## config.mk

```make
export PLATFORM = sky130hd
export DESIGN_NAME = seg7_scan
export DESIGN_NICKNAME = d
export VERILOG_FILES = /design/src/rtl/seg7_scan.sv
export SDC_FILE = /design/constraint.sdc
export NUM_CORES = 1
export LEC_CHECK = 0
export ABC_AREA = 1
export BUFFER_PORTS_ARGS = -buffer_cell sky130_fd_sc_hd__buf_2
export CAP_MARGIN = 20
export CORE_MARGIN = 2
export CORE_UTILIZATION = 35
export DETAILED_ROUTE_END_ITERATION = 10
export GPL_TIMING_DRIVEN = 0
export PLACE_DENSITY_LB_ADDON = 0.3
export SYNTH_ARGS = -nofsm -noshare
export SYNTH_HDL_FRONTEND = slang
export SYNTH_SLANG_ARGS = --single-unit
```

## constraint.sdc

```tcl
create_clock -name clk -period 2.2 [get_ports clk]
set_input_delay 0.11 -clock clk [delete_from_list [all_inputs] [get_ports clk]]
set_output_delay 0.11 -clock clk [all_outputs]
set_load 0.01 [all_outputs]
```

## src/rtl/seg7_scan.sv

```systemverilog
// rtl/seg7_scan.sv - four-digit multiplexed common-anode 7-segment hex scanner
module seg7_scan #(
    parameter int SCAN_DIV = 1024
) (
    input  logic        clk,
    input  logic        rst_n,
    input  logic [15:0] data,
    input  logic        blank_lz,
    output logic [3:0]  anodes,
    output logic [6:0]  segments,
    output logic        frame
);

    localparam int PW = $clog2(SCAN_DIV);
    localparam logic [PW-1:0] PRESC_LAST = PW'(SCAN_DIV - 1);

    logic [PW-1:0] presc;
    logic [1:0]    idx;
    logic [15:0]   snap;
    logic          lz;

    logic          tick;
    logic          frame_start;
    logic [1:0]    idx_next;
    logic [3:0]    nib;
    logic          blank;
    logic [6:0]    seg_dec;

    // Slot timing, nibble select for the upcoming slot, and leading-zero test
    always_comb begin
        tick        = (presc == PRESC_LAST);
        frame_start = tick && (idx == 2'd3);
        idx_next    = idx + 2'd1;
        nib         = 4'h0;
        blank       = 1'b0;
        case (idx_next)
            2'd0: nib = frame_start ? data[3:0] : snap[3:0];
            2'd1: begin
                nib   = snap[7:4];
                blank = lz && (snap[15:4] == 12'h000);
            end
            2'd2: begin
                nib   = snap[11:8];
                blank = lz && (snap[15:8] == 8'h00);
            end
            default: begin
                nib   = snap[15:12];
                blank = lz && (snap[15:12] == 4'h0);
            end
        endcase
    end

    // Active-low hex decode, bit order {g,f,e,d,c,b,a}
    always_comb begin
        seg_dec = 7'h7F;
        case (nib)
            4'h0: seg_dec = 7'h40;
            4'h1: seg_dec = 7'h79;
            4'h2: seg_dec = 7'h24;
            4'h3: seg_dec = 7'h30;
            4'h4: seg_dec = 7'h19;
            4'h5: seg_dec = 7'h12;
            4'h6: seg_dec = 7'h02;
            4'h7: seg_dec = 7'h78;
            4'h8: seg_dec = 7'h00;
            4'h9: seg_dec = 7'h10;
            4'hA: seg_dec = 7'h08;
            4'hB: seg_dec = 7'h03;
            4'hC: seg_dec = 7'h46;
            4'hD: seg_dec = 7'h21;
            4'hE: seg_dec = 7'h06;
            default: seg_dec = 7'h0E;
        endcase
    end

    // Prescaler: one digit slot every SCAN_DIV cycles
    always_ff @(posedge clk) begin
        if (!rst_n) begin
            presc <= '0;
        end else if (tick) begin
            presc <= '0;
        end else begin
            presc <= presc + PW'(1);
        end
    end

    // Digit index and per-frame snapshot; capturing once per frame prevents tearing
    always_ff @(posedge clk) begin
        if (!rst_n) begin
            idx  <= 2'd3;
            snap <= 16'h0000;
            lz   <= 1'b0;
        end else if (tick) begin
            idx <= idx_next;
            if (frame_start) begin
                snap <= data;
                lz   <= blank_lz;
            end
        end
    end

    // Registered display outputs; frame is a single-cycle pulse on frame-start ticks
    always_ff @(posedge clk) begin
        if (!rst_n) begin
            anodes   <= 4'b1111;
            segments <= 7'h7F;
            frame    <= 1'b0;
        end else begin
            frame <= frame_start;
            if (tick) begin
                anodes   <= ~(4'b0001 << idx_next);
                segments <= blank ? 7'h7F : seg_dec;
            end
        end
    end

endmodule
```

==> impl_metrics.toml, run 1 <==
[status]
status = "completed"

[placement]
placedCellCount = 374
place.port_buffers = 30
place.gp.congestion = 0.810
hpwl_um = 3130

[yosys]
synth_compound_area_frac = 0.113
synth_xor_area_frac = 0.0169
synth_commonest_cells = "nor2_1, dfxtp_1, nand2_1, inv_1, a21oi_1"
yosysUniqueCellTypes = 28
synth_nets = 304
ys_async_sr_fraction = 0
ys.flop_type = "dfxtp_1"
syn_inst = 272
yosys.area.top_type = "dfxtp_1"
yosys.area_share.simple = 0.313
synth_top_family_by_area = "simple AND/OR/NAND/NOR gates"
synth_mux_area_frac = 0
syn_area_per_cell_um2 = 7.60
synth_most_common_cell = "nor2_1"
synth_edf_count = 0
ys_warn_count = 0
synth_seq_cells = 41
synthTopCellsByArea = "dfxtp_1, nor2_1, ha_1"
syn_area_mm2 = 0.00207
synth_seq_area_share = 0.397
synth_adder_area_share = 0.0786
synth_top_area_frac = 0.397

[sta]
setup_viol = 0
hold_violations = 0
max_freq_mhz = 481
fin_setup_tns_ns = 0
fin_skew_ns = 0.00894
slew_headroom = 0.740
period_share = 0.945
slew_viol_final = 0
min_period_ns = 2.08
tightest_slew_ns = 0.391

[setup_path]
critPathMaxFanout = 6
reg2regPathDepth = 15
crit_required_ns = 2.42
r2r_start = "presc[0]$_SDFF_PP0_"
path_class = "flip-flop to flip-flop"
endpoint_kind = "flip-flop"
reg2reg_slack_ns = 0.12
cp-start-kind = "flip-flop"
rr_endpoint = "segments[5]$_SDFFE_PN1P_"
critPathArrivalTime_ns = 2.30

[floorplan]
dieArea_mm2 = 0.00654
core-area_mm2 = 0.00561
rows = 27
io_pins = 31
die_x_um = 80.9
die_y_um = 80.9
start_util = 0.369

[clock_tree]
cts_tree = "yes"
clockBufferDepth = 2
cts_buffers = 5
cts_sinks = 41
clk_pin_slew_ns = 0.08
root_buffer = "clkbuf_8"
cts_max_level = 2
clk_latency_ns = 0.29
cts_hold_buf = 0

[hold_path]
min_path_cells = 3
holdPathEnd = "lz$_SDFFE_PN0P_"
hp-class = "primary input to flip-flop"
hold_start = "blank_lz"

[power]
cellLeakagePower_nw = 1.08
power_density_mw_per_mm2 = 542
power_switching_uw = 363
pwr-share-comb = 0.126
seqPwrFrac = 0.539
pwr-share-clk = 0.335
intPower_mw = 1.04
p_sw_frac = 0.259
max-vdd-ir-drop_mv = 0.335

[route]
drt_iter0_markers = 56
drc = 0
final_antenna_net_count = 0
vias = 1784
first_pass_iters = 4
viasPerCell = 4.56
totalWireLength_um = 4310
wl_per_cell_um = 11.0

[layout]
area.growth.synth_to_final_pct = 24.9
instances_no_fill = 391
nNetsFinal = 350
drive_gt1_frac = 0.304
antenna_cells = 0

[grt]
grt_pass1_wl_um = 7190
grt_use_total = 0.142
grt-ovfl-total = 0
grt_antenna_before_repair = 0
grt_pass1_vias = 1637
grt_max_degree = 13

[flow_run]
cap_violations = 0
==> worst max-delay path by stage <==
stage / end / startpoint / slack (ns) / cells past startpoint
floorplan: segments[0]$_SDFFE_PN1P_ / presc[0]$_SDFF_PP0_ / 0.13 / 17
global placement: segments[3]$_SDFFE_PN1P_ / presc[0]$_SDFF_PP0_ / -0.17 / 15
detailed placement: segments[3]$_SDFFE_PN1P_ / presc[0]$_SDFF_PP0_ / -0.19 / 15
CTS: segments[0]$_SDFFE_PN1P_ / idx[1]$_SDFFE_PN1P_ / 0.0004 / 13
global route: segments[3]$_SDFFE_PN1P_ / presc[0]$_SDFF_PP0_ / -0.04 / 15
finish: segments[5]$_SDFFE_PN1P_ / presc[0]$_SDFF_PP0_ / 0.12 / 15
==> state kept, by name, indices dropped and copies added, names as in the netlist <==
name,cells
presc,10
anodes,4
lz,1
frame,1
snap,16
idx,2
segments,7
==> power by group through the flow <==
| stage | Sequential [mW] | Clock, mW | Combinational (mW) |
|---|---|---|---|
| after floorplan | 0.769 | 0 | 0.106 |
| after global placement | 0.770 | 0 | 0.144 |
| after CTS | 0.753 | 0.492 | 0.156 |
| after global routing | 0.756 | 0.521 | 0.200 |
| final | 0.755 | 0.469 | 0.176 |
| after detailed placement | 0.770 | 0 | 0.146 |
==> metrics by stage <==
step | area, µm² | hold slack, ns | util | power [mW] | worst slack, ns
floorplan | 2070 | 0.248 | - | 0.875 | 0.134
global placement | 2310 | 0.359 | 0.412 | 0.913 | -0.170
detailed placement | 2310 | 0.371 | 0.412 | 0.916 | -0.189
CTS | 2470 | 0.0628 | 0.441 | 1.40 | 0.000386
global route | 2580 | 0.0776 | 0.461 | 1.48 | -0.0442
finish | 2580 | 0.0701 | 0.461 | 1.40 | 0.120
==> placed cells by master (no fill, tap or decap), types with 5 or more instances in the layout <==
master and instances:
a21oi_1 15, buf_2 32, buf_4 8, clkbuf_8 5, dfxtp_1 37, ha_1 5, ha_2 5, inv_1 33
nand2_1 32, nand2_2 9, nand3_1 8, nand3_2 10, nor2_1 54, nor2_4 6, nor3_1 6, o21ai_0 15
==> area by class of cell <==
class | count | area (µm²)
plain buffers | 6 | 32.5
clock buffers | 6 | 72.6
clock inverters | 2 | 10.0
fillers | 600 | 3030
inverters | 35 | 136
multi-input cells | 190 | 1190
flip-flops and latches | 41 | 826
well taps | 72 | 90.1
repair buffers | 39 | 221
==> metal layers <==
layer | vias up | share of wire | track usage
met5 | - | 0 | 0
met4 | 0 | 0.013 | 0.0661
met3 | 4 | 0.042 | 0.0311
met2 | 29 | 0.46 | 0.236
met1 | 796 | 0.49 | 0.175
li1 | 955 | - | -
==> repair_timing <==
item                       in CTS  in global routing
pin swaps                       2                  4
setup endpoints to repair       7                  7
setup buffers                   5                  4
resized for setup              11                 19
==> critical path, stage by stage (launching register included) <==
cell	delay [ns]
dfxtp_2	0.36
ha_4	0.14
nand2_2	0.06
nor2_4	0.15
nand4_4	0.15
buf_6	0.16
nand2_2	0.06
nand3_2	0.07
nand2_2	0.08
o21ai_4	0.09
inv_2	0.10
ha_2	0.20
nand3_2	0.12
nand2_1	0.09
nand2_1	0.06
a21oi_2	0.12
==> cell families after synthesis <==
logic type / count (synthesis)
AO/OA/AOI/OAI: 41
XOR/XNOR: 4
adder cells (fa/ha/maj): 13
buffers and inverters: 41
flip-flops: 41
AND/OR/NAND/NOR: 132
Power figures use the tool's default switching activity.
==> run 2, diff against run 1 <==
Settings changed: CORE_ASPECT_RATIO set to 1.25, PLACE_DENSITY_LB_ADDON 0.3 to 0.1.
==> run 2 against run 1 <==
Effect of this change: global-route usage is essentially flat; non-clock buffer count did not move; critical path depth fell by 3; sequential power hardly changed; clock power is 7.9% higher; largest power group unchanged; worst setup slack better by 0.027 ns; critical endpoint is now segments[4]$_SDFFE_PN1P_; total power increased by 2.6%; combinational power about the same; register-to-register slack better by 0.03 ns; clock-buffer cell count fell by 1.
==> impl_metrics.toml, run 2 (synthesized netlist as in run 1, its figures left out) <==
[status]
status = "completed"

[clock_tree]
cts_buffers = 5
clk_latency_ns = 0.30
cts_sinks = 41
clockBufferDepth = 2
root_buffer = "clkbuf_8"
cts_max_level = 2
cts_tree = "yes"
clk_pin_slew_ns = 0.09

[power]
power_switching_uw = 394
seqPwrFrac = 0.526
intPower_mw = 1.04
cellLeakagePower_nw = 1.08
pwr-share-comb = 0.123
pwr-share-clk = 0.352
p_sw_frac = 0.274
max-vdd-ir-drop_mv = 0.377
power_density_mw_per_mm2 = 560

[setup_path]
critPathArrivalTime_ns = 2.29
rr_endpoint = "segments[4]$_SDFFE_PN1P_"
cp-start-kind = "flip-flop"
reg2regPathDepth = 12
path_class = "flip-flop to flip-flop"
endpoint_kind = "flip-flop"
r2r_start = "idx[1]$_SDFFE_PN1P_"
reg2reg_slack_ns = 0.15
crit_required_ns = 2.44
critPathMaxFanout = 7

[layout]
largest_register = "snap"
n_fill_cell = 616
layout_common_cells = "nor2_1, dfxtp_1, inv_1, buf_2, nand2_1"
fin_area_mm2 = 0.00256
area.growth.synth_to_final_pct = 24.0
drive_gt1_frac = 0.301
reg_top3 = "snap: 16 flops, presc: 10 flops, segments: 7 flops"
layout_commonest_cell = "nor2_1"
utilization = 0.447
nNetsFinal = 350
antenna_cells = 0
largest_reg_flops = 16

[hold_path]
holdPathEnd = "snap[5]$_SDFFE_PN0P_"
hold_start = "data[5]"
min_path_cells = 3
hp-class = "primary input to flip-flop"

[route]
final_antenna_net_count = 0
first_pass_iters = 5
totalWireLength_um = 4410
vias = 1747
viasPerCell = 4.54
drt_iter0_markers = 58
drc = 0
wl_per_cell_um = 11.5

[sta]
slew_viol_final = 0
hold_violations = 0
setup_viol = 0
period_share = 0.933
max_freq_mhz = 487
fin_setup_tns_ns = 0
tightest_slew_ns = 0.378
slew_headroom = 0.748
min_period_ns = 2.05
hold-worst-slack_ns = 0.0582
fin_skew_ns = 0.00440

[placement]
hpwl_um = 3260
placed_area_mm2 = 0.00230
place.port_buffers = 30
place.gp.congestion = 0.843

[grt]
grt_max_degree = 15
grt_antenna_before_repair = 0
grt_use_total = 0.142
grt_pass1_wl_um = 7320
grt_pass1_vias = 1638
grt-ovfl-total = 0

[floorplan]
core-area_mm2 = 0.00574
rows = 31
start_util = 0.360
dieArea_mm2 = 0.00654
die_y_um = 89.9
die_x_um = 72.8
io_pins = 31

[flow_run]
cap_violations = 0
run 2: layer usage:
layer | GRT usage | vias up | part of all wire
met4 | 0.0556 | 0 | 0.017
met5 | 0 | - | 0
met2 | 0.230 | 29 | 0.49
li1 | - | 953 | -
met3 | 0.0359 | 6 | 0.039
met1 | 0.176 | 759 | 0.46
run 2: critical path: stages, from the launching register on:
cell and delay, ns:
dfxtp_2 0.38, inv_1 0.08, ha_1 0.27, a221oi_1 0.34, nand2_2 0.13, o21ai_4 0.14
inv_2 0.09, ha_1 0.20, inv_1 0.05, nor2_1 0.04, nor2_1 0.13, nor2_1 0.08
nor2_1 0.08
run 2: worst max-delay path by stage:
stage | from | end | depth (start not counted)
2_1_floorplan | presc[0]$_SDFF_PP0_ | segments[0]$_SDFFE_PN1P_ | 17
3_3_place_gp | presc[0]$_SDFF_PP0_ | segments[3]$_SDFFE_PN1P_ | 15
3_5_place_dp | presc[0]$_SDFF_PP0_ | segments[3]$_SDFFE_PN1P_ | 15
4_1_cts | presc[0]$_SDFF_PP0_ | segments[0]$_SDFFE_PN1P_ | 17
5_1_grt | idx[1]$_SDFFE_PN1P_ | segments[4]$_SDFFE_PN1P_ | 12
6_report | idx[1]$_SDFFE_PN1P_ | segments[4]$_SDFFE_PN1P_ | 12
run 2: power by group through the flow:
stage	Clock [mW]	Sequential, mW	Combinational (mW)
final	0.506	0.755	0.176
after global routing	0.560	0.756	0.202
after CTS	0.533	0.753	0.154
after detailed placement	0	0.770	0.147
after global placement	0	0.770	0.147
after floorplan	0	0.769	0.106
run 2: timing repair:
action                                  4_1_cts  5_1_grt
cloned                                        0        0
setup buffers                                 3        6
pin swaps                                     2        6
endpoints found under the setup margin        7        7
gates resized for setup                       9       18
hold buffers                                  0        0
run 2: stage by stage:
step,total power [mW],cells,setup WS (ns)
after global placement,0.917,368,-0.202
final,1.44,385,0.147
after floorplan,0.875,272,0.134
after CTS,1.44,379,0.00690
after detailed placement,0.917,368,-0.196
after global routing,1.52,385,-0.00194
run 2: cell type report:
type	count	area [µm²]	area share
clock inverter	3	21.3	0.00829
multi-input combinational	190	1180	0.460
inverter	35	136	0.0532
sequential	41	826	0.322
tap	66	82.6	0.0322
buffer	6	32.5	0.0127
timing repair buffer	39	218	0.0849
clock buffer	5	68.8	0.0268
